**src/rtl/csa_64_driver_if.sv**
```systemverilog
// Signal bundle between the carry-select adder driver and its requester, adder and consumer.
// The slave modport is the driver's view; master is the surrounding environment's view.
interface csa_64_driver_if;
    logic        req_valid;
    logic        req_ready;
    logic [63:0] req_a;
    logic [63:0] req_b;
    logic        req_sub;
    logic [63:0] a;
    logic [63:0] b;
    logic        addsum;
    logic        start;
    logic [63:0] sum_csa_64;
    logic        cout_csa_64;
    logic        overflow;
    logic        rsp_valid;
    logic        rsp_ready;
    logic [63:0] rsp_sum;
    logic        rsp_cout;
    logic        rsp_neg;
    logic        rsp_ovf;
    logic        err;

    modport slave (
        input  req_valid, req_a, req_b, req_sub,
        output req_ready,
        output a, b, addsum, start,
        input  sum_csa_64, cout_csa_64, overflow,
        output rsp_valid, rsp_sum, rsp_cout, rsp_neg, rsp_ovf, err,
        input  rsp_ready
    );

    modport master (
        output req_valid, req_a, req_b, req_sub,
        input  req_ready,
        input  a, b, addsum, start,
        output sum_csa_64, cout_csa_64, overflow,
        input  rsp_valid, rsp_sum, rsp_cout, rsp_neg, rsp_ovf, err,
        output rsp_ready
    );
endinterface

```
**src/rtl/csa_64_driver.sv**
```systemverilog
// Requester-side controller for the 64-bit carry-select adder with a small response FIFO.
// Define CSA_DRV_CHECK_EN to add a reference adder that flags mismatches on the sticky err output.
module csa_64_driver #(
    parameter int unsigned LATENCY    = 2,
    parameter int unsigned FIFO_DEPTH = 2
) (
    input logic             clock,
    input logic             reset,
    csa_64_driver_if.slave  bus
);

    localparam int unsigned PtrW = (FIFO_DEPTH > 2) ? $clog2(FIFO_DEPTH) : 1;
    localparam logic [PtrW:0] DepthCnt = (PtrW + 1)'(FIFO_DEPTH);

    typedef enum logic [1:0] {StIdle, StIssue, StWait, StCapture} state_e;

    typedef struct packed {
        logic [63:0] sum;
        logic        cout;
        logic        neg;
        logic        ovf;
    } rsp_t;

    state_e      state_q, state_d;
    logic [3:0]  cnt_q, cnt_d;
    logic [63:0] a_q, b_q;
    logic        sub_q;
    logic        accept, push, pop;
    logic        req_ready;
    logic        ovf_calc;

    rsp_t            mem_q [FIFO_DEPTH];
    logic [PtrW-1:0] wr_ptr_q, rd_ptr_q;
    logic [PtrW:0]   count_q;
    rsp_t            head;

    assign req_ready = !reset && (state_q == StIdle) && (count_q < DepthCnt);

    always_comb begin
        state_d = state_q;
        cnt_d   = cnt_q;
        accept  = 1'b0;
        push    = 1'b0;
        unique case (state_q)
            StIdle: begin
                if (bus.req_valid && req_ready) begin
                    accept  = 1'b1;
                    state_d = StIssue;
                end
            end
            StIssue: begin
                cnt_d   = 4'(LATENCY - 1);
                state_d = StWait;
            end
            StWait: begin
                if (cnt_q == 4'd0) state_d = StCapture;
                else               cnt_d   = cnt_q - 4'd1;
            end
            StCapture: begin
                push    = 1'b1;
                state_d = StIdle;
            end
            default: state_d = StIdle;
        endcase
    end

    always_ff @(posedge clock) begin
        if (reset) begin
            state_q <= StIdle;
            cnt_q   <= 4'd0;
            a_q     <= 64'd0;
            b_q     <= 64'd0;
            sub_q   <= 1'b0;
        end else begin
            state_q <= state_d;
            cnt_q   <= cnt_d;
            if (accept) begin
                a_q   <= bus.req_a;
                b_q   <= bus.req_b;
                sub_q <= bus.req_sub;
            end
        end
    end

    // The adder's overflow pin is just sum[63]; true signed overflow needs the operand signs.
    always_comb begin
        if (sub_q) ovf_calc = (a_q[63] != b_q[63]) && (bus.sum_csa_64[63] != a_q[63]);
        else       ovf_calc = (a_q[63] == b_q[63]) && (bus.sum_csa_64[63] != a_q[63]);
    end

    assign pop = (count_q != '0) && bus.rsp_ready;

    always_ff @(posedge clock) begin
        if (reset) begin
            wr_ptr_q <= '0;
            rd_ptr_q <= '0;
            count_q  <= '0;
            for (int i = 0; i < int'(FIFO_DEPTH); i++) mem_q[i] <= '0;
        end else begin
            if (push) begin
                mem_q[wr_ptr_q] <= '{sum:  bus.sum_csa_64, cout: bus.cout_csa_64,
                                     neg:  bus.overflow,   ovf:  ovf_calc};
                wr_ptr_q        <= wr_ptr_q + PtrW'(1);
            end
            if (pop) rd_ptr_q <= rd_ptr_q + PtrW'(1);
            if (push && !pop)      count_q <= count_q + 1'b1;
            else if (pop && !push) count_q <= count_q - 1'b1;
        end
    end

    assign head          = mem_q[rd_ptr_q];
    assign bus.req_ready = req_ready;
    assign bus.a         = a_q;
    assign bus.b         = b_q;
    assign bus.addsum    = sub_q;
    assign bus.start     = (state_q == StIssue);
    assign bus.rsp_valid = (count_q != '0);
    assign bus.rsp_sum   = head.sum;
    assign bus.rsp_cout  = head.cout;
    assign bus.rsp_neg   = head.neg;
    assign bus.rsp_ovf   = head.ovf;

`ifdef CSA_DRV_CHECK_EN
    logic [64:0] ref_sum;
    logic        err_q;

    assign ref_sum = {1'b0, a_q} + {1'b0, sub_q ? ~b_q : b_q} + {64'd0, sub_q};

    always_ff @(posedge clock) begin
        if (reset)                                                     err_q <= 1'b0;
        else if (push && (ref_sum != {bus.cout_csa_64, bus.sum_csa_64})) err_q <= 1'b1;
    end

    assign bus.err = err_q;
`else
    assign bus.err = 1'b0;
`endif

endmodule

```
**src/flat_wrapper.sv**
```systemverilog
// flat-port wrapper written by rule: the top's interface ports become plain ports
module csa_64_driver_flat 
#(
    parameter int unsigned LATENCY    = 2,
    parameter int unsigned FIFO_DEPTH = 2
)
  (clock, reset, bus_req_valid, bus_req_a, bus_req_b, bus_req_sub, bus_req_ready, bus_a, bus_b, bus_addsum, bus_start, bus_sum_csa_64, bus_cout_csa_64, bus_overflow, bus_rsp_valid, bus_rsp_sum, bus_rsp_cout, bus_rsp_neg, bus_rsp_ovf, bus_err, bus_rsp_ready);
  csa_64_driver_if bus_i ();
  input logic clock;
  input logic reset;
  input wire logic [$bits(bus_i.req_valid)-1:0] bus_req_valid;
  input wire logic [$bits(bus_i.req_a)-1:0] bus_req_a;
  input wire logic [$bits(bus_i.req_b)-1:0] bus_req_b;
  input wire logic [$bits(bus_i.req_sub)-1:0] bus_req_sub;
  output wire logic [$bits(bus_i.req_ready)-1:0] bus_req_ready;
  output wire logic [$bits(bus_i.a)-1:0] bus_a;
  output wire logic [$bits(bus_i.b)-1:0] bus_b;
  output wire logic [$bits(bus_i.addsum)-1:0] bus_addsum;
  output wire logic [$bits(bus_i.start)-1:0] bus_start;
  input wire logic [$bits(bus_i.sum_csa_64)-1:0] bus_sum_csa_64;
  input wire logic [$bits(bus_i.cout_csa_64)-1:0] bus_cout_csa_64;
  input wire logic [$bits(bus_i.overflow)-1:0] bus_overflow;
  output wire logic [$bits(bus_i.rsp_valid)-1:0] bus_rsp_valid;
  output wire logic [$bits(bus_i.rsp_sum)-1:0] bus_rsp_sum;
  output wire logic [$bits(bus_i.rsp_cout)-1:0] bus_rsp_cout;
  output wire logic [$bits(bus_i.rsp_neg)-1:0] bus_rsp_neg;
  output wire logic [$bits(bus_i.rsp_ovf)-1:0] bus_rsp_ovf;
  output wire logic [$bits(bus_i.err)-1:0] bus_err;
  input wire logic [$bits(bus_i.rsp_ready)-1:0] bus_rsp_ready;
  assign bus_i.req_valid = bus_req_valid;
  assign bus_i.req_a = bus_req_a;
  assign bus_i.req_b = bus_req_b;
  assign bus_i.req_sub = bus_req_sub;
  assign bus_req_ready = bus_i.req_ready;
  assign bus_a = bus_i.a;
  assign bus_b = bus_i.b;
  assign bus_addsum = bus_i.addsum;
  assign bus_start = bus_i.start;
  assign bus_i.sum_csa_64 = bus_sum_csa_64;
  assign bus_i.cout_csa_64 = bus_cout_csa_64;
  assign bus_i.overflow = bus_overflow;
  assign bus_rsp_valid = bus_i.rsp_valid;
  assign bus_rsp_sum = bus_i.rsp_sum;
  assign bus_rsp_cout = bus_i.rsp_cout;
  assign bus_rsp_neg = bus_i.rsp_neg;
  assign bus_rsp_ovf = bus_i.rsp_ovf;
  assign bus_err = bus_i.err;
  assign bus_i.rsp_ready = bus_rsp_ready;
  csa_64_driver #(.LATENCY(LATENCY), .FIFO_DEPTH(FIFO_DEPTH)) u_core (.clock(clock), .reset(reset), .bus(bus_i));
endmodule
```
**config.mk**
```make
export PLATFORM = sky130hd
export DESIGN_NAME = csa_64_driver_flat
export DESIGN_NICKNAME = d
export VERILOG_FILES = /design/src/rtl/csa_64_driver_if.sv /design/src/rtl/csa_64_driver.sv /design/src/flat_wrapper.sv
export SDC_FILE = /design/constraint.sdc
export NUM_CORES = 1
export LEC_CHECK = 0
export ABC_AREA = 1
export BUFFER_PORTS_ARGS = -buffer_cell sky130_fd_sc_hd__buf_2
export CORE_AREA = 3 3 154 156
export DETAILED_ROUTE_END_ITERATION = 8
export DIE_AREA = 0 0 157 159
export PLACE_DENSITY = 0.8
export SYNTH_ARGS = -nofsm -noshare
export SYNTH_HDL_FRONTEND = slang
export SYNTH_SLANG_ARGS = --single-unit
```
**constraint.sdc**
```tcl
create_clock -name clock -period 6.3 [get_ports clock]
set_clock_uncertainty 0.2 [all_clocks]
set_input_delay 0.315 -clock clock [delete_from_list [all_inputs] [get_ports clock]]
set_output_delay 0.315 -clock clock [all_outputs]
set_load 0.02 [all_outputs]
```
==> results.json <==
{
  "status": "complete, no violations",
  "slew_violations": 0,
  "grt-ovfl-total": 0,
  "portBuffers": 397,
  "yosysMostFrequentCell": "nor2_1",
  "seqCellArea_sq_mm": 0.00683,
  "grt_start_max_net_pins": 96,
  "die_w_um": 157,
  "post-place-ws_ns": 3.47,
  "critPathRequiredTime_ns": 5.78,
  "place_area_sq_mm": 0.0134,
  "dieArea_sq_mm": 0.0250,
  "hold_viol": 0,
  "synthTopCellsByCount": "nor2_1 (146), nand2_1 (145), dfxtp_1 (140)",
  "ant_nets": 0,
  "hpwl_um": 19800,
  "antenna_found_initial": 7,
  "post_cts_buffers": 0,
  "slew_headroom_pct": 26.3,
  "clockRootBuffer": "clkbuf_16",
  "async_flop_share_pct": 0,
  "viasPerCell": 5.32,
  "clock-sinks": 274,
  "synth-xor-area-share_pct": 0.154,
  "cts_resized": 0,
  "leakage_nw": 7.27,
  "synthDistinctLibCells": 27,
  "synth-simple-area-share_pct": 19.4,
  "yosys-top-cells-area": "edfxtp_1 (35%), dfxtp_1 (25%), nand3_2 (7.0%)",
  "synth_ff_type": "dfxtp_1",
  "end_kind": "primary output",
  "fmax_mhz": 315,
  "crit_type": "input port to primary output",
  "cellPowerDensity_mw_per_mm2": 325,
  "critPathArrivalTime_ns": 2.66,
  "min_from": "bus_req_valid",
  "synth_area_sq_mm": 0.0114,
  "placedCellCount": 1697,
  "grt_pass1_vias": 11200,
  "layout.nets": 1859,
  "critPathLaunch": "reset",
  "clockBufferDepth": 3,
  "ir_drop_uv": 262,
  "period_needed_ns": 3.18,
  "hp-class": "input port to register",
  "ys_seq_area_share_pct": 60.0,
  "synth-seq-cells": 274,
  "drt_pass1_iterations": 5,
  "gpl.final_weighted_congestion": 0.784,
  "multi_input_area_sq_mm": 0.00382,
  "synth_area_leader_cell": "edfxtp_1",
  "synth_nets": 1291,
  "cts_tree": "done",
  "finalPower_mw": 5.35,
  "path_clk_slew_ns": 0.07,
  "setup_slack_ns": 3.12,
  "startpoint_type": "input port",
  "synth_cells": 1085,
  "setup_viol": 0,
  "whs_ns": 0.0878,
  "finalCritPeriodShare_pct": 50.4,
  "worstMarginPinSlew_ns": 1.11,
  "syn-mean-instance-area_sq_um": 10.5,
  "final_area_sq_mm": 0.0164,
  "instances_no_fill": 1967,
  "clkLatencyLatePin_ns": 0.53,
  "rows": 55,
  "ctsHtreeMaxLevel": 1,
  "layout-drive-gt1-share_pct": 36.4,
  "drt-initial-drc-count": 885,
  "synthMuxAreaShare_pct": 6.63,
  "grt_first_pass_wirelength_um": 58500,
  "synth_compound_area_share_pct": 6.42,
  "grt_use_total_pct": 29.2,
  "num_io_pins": 399,
  "crit_fanout": 49,
  "finish.utilization_pct": 73.0,
  "die_height_um": 159,
  "area_growth_pct": 44.4,
  "fillCellCount": 1377,
  "synth_edf_count": 134,
  "yosys.area_share.adder_pct": 0.770,
  "maxCapViolations": 0,
  "wl_per_cell_um": 19.4,
  "drt_wl_total_um": 38200,
  "drc": 0,
  "finalSetupTns_ns": 0,
  "rrSetupSlack_ns": 3.30,
  "r2r_start": "u_core.state_q[0]",
  "synth_top_family_by_area": "simple AND/OR/NAND/NOR gates",
  "cts_buffers": 28,
  "synth_top_area_share_pct": 35.4,
  "via_count": 10500,
  "rsz0062_at_grt": "false",
  "start_util_pct": 50.6,
  "coreArea_sq_mm": 0.0225,
  "yosysWarnings": 0
}
[critical path: stages]
cell,delay [ns]
dlygate4sd3_1,0.54
buf_4,0.27
clkinv_2,0.22
nand2_2,0.09
nor2_4,0.30
buf_4,0.59
buf_2,0.28
[repair_timing]
action / 4_1_cts / 5_1_grt
hold buffers: 211 / 0
setup endpoints to repair: 0 / 0
hold endpoints to repair: 264 / 0
[placed cells by master (no fill, tap or decap)]
master,n
buf_2,395
dlygate4sd3_1,211
nor2_1,146
nand2_1,142
a21oi_1,139
dfxtp_1,139
edfxtp_1,134
nand3_2,81
inv_1,76
mux2_2,67
nand3_1,53
clkbuf_16,29
buf_4,11
diode_2,7
o21ai_0,7
ha_1,7
clkbuf_1,7
nand2_2,4
clkbuf_8,4
clkinv_2,3
clkinvlp_4,3
bufinv_16,2
clkbuf_2,2
nor2_4,1
nand3_4,1
xor2_1,1
or2_2,1
xnor2_1,1
nand3b_1,1
nor3_1,1
dfxtp_2,1
conb_1,1
inv_6,1
clkinv_4,1
inv_4,1
buf_6,1
[area by class of cell]
| class | instances | area share (%) |
|---|---|---|
| multi-input cells | 654 | 23.3 |
| inverters | 77 | 1.77 |
| well taps | 285 | 2.17 |
| diodes | 7 | 0.107 |
| clock inverters | 10 | 0.708 |
| flip-flops and latches | 274 | 41.6 |
| clock buffers | 42 | 4.97 |
| repair buffers | 618 | 25.5 |
[state kept, by name, indices dropped and copies added (netlist names), named ones only]
register / cells
u_core.count_q: 2
u_core.bus.addsum: 1
u_core.rd_ptr_q: 1
u_core.mem_q: 134
u_core.bus.a: 64
u_core.cnt_q: 4
u_core.bus.b: 64
u_core.wr_ptr_q: 1
u_core.state_q: 2
[final timing paths]
check	cells past startpoint	endpoint
worst max-delay path	7	bus_req_ready
worst min-delay path	3	u_core.bus.a[24]
worst max register to register	8	u_core.bus.a[34]
worst min register to register	2	u_core.bus.b[19]
[power by group]
part	switching (mW)	leakage (nW)	internal [mW]	total, mW
registers	0.0944	2.52	2.05	2.15
clock network	0.700	0.452	0.982	1.68
logic	0.972	4.30	0.545	1.52
total	1.77	7.27	3.58	5.35
[routing by layer]
metal	track usage (%)	wire [um]	up-vias
met3	8.59	3730	185
met4	16.6	2440	0
li1	-	-	4769
met2	49.7	18900	641
met1	32.2	13100	4869
met5	0	0	-
[cells by family after synthesis]
kind of cell             count (synthesis)
other                                    1
AND/OR/NAND/NOR                        431
buffers and inverters                  157
AO/OA/AOI/OAI                          146
adder cells (fa/ha/maj)                  7
XOR/XNOR                                 2
multiplexers                            67
flip-flops                             274
No activity file was read; power rests on OpenSTA's default activity.
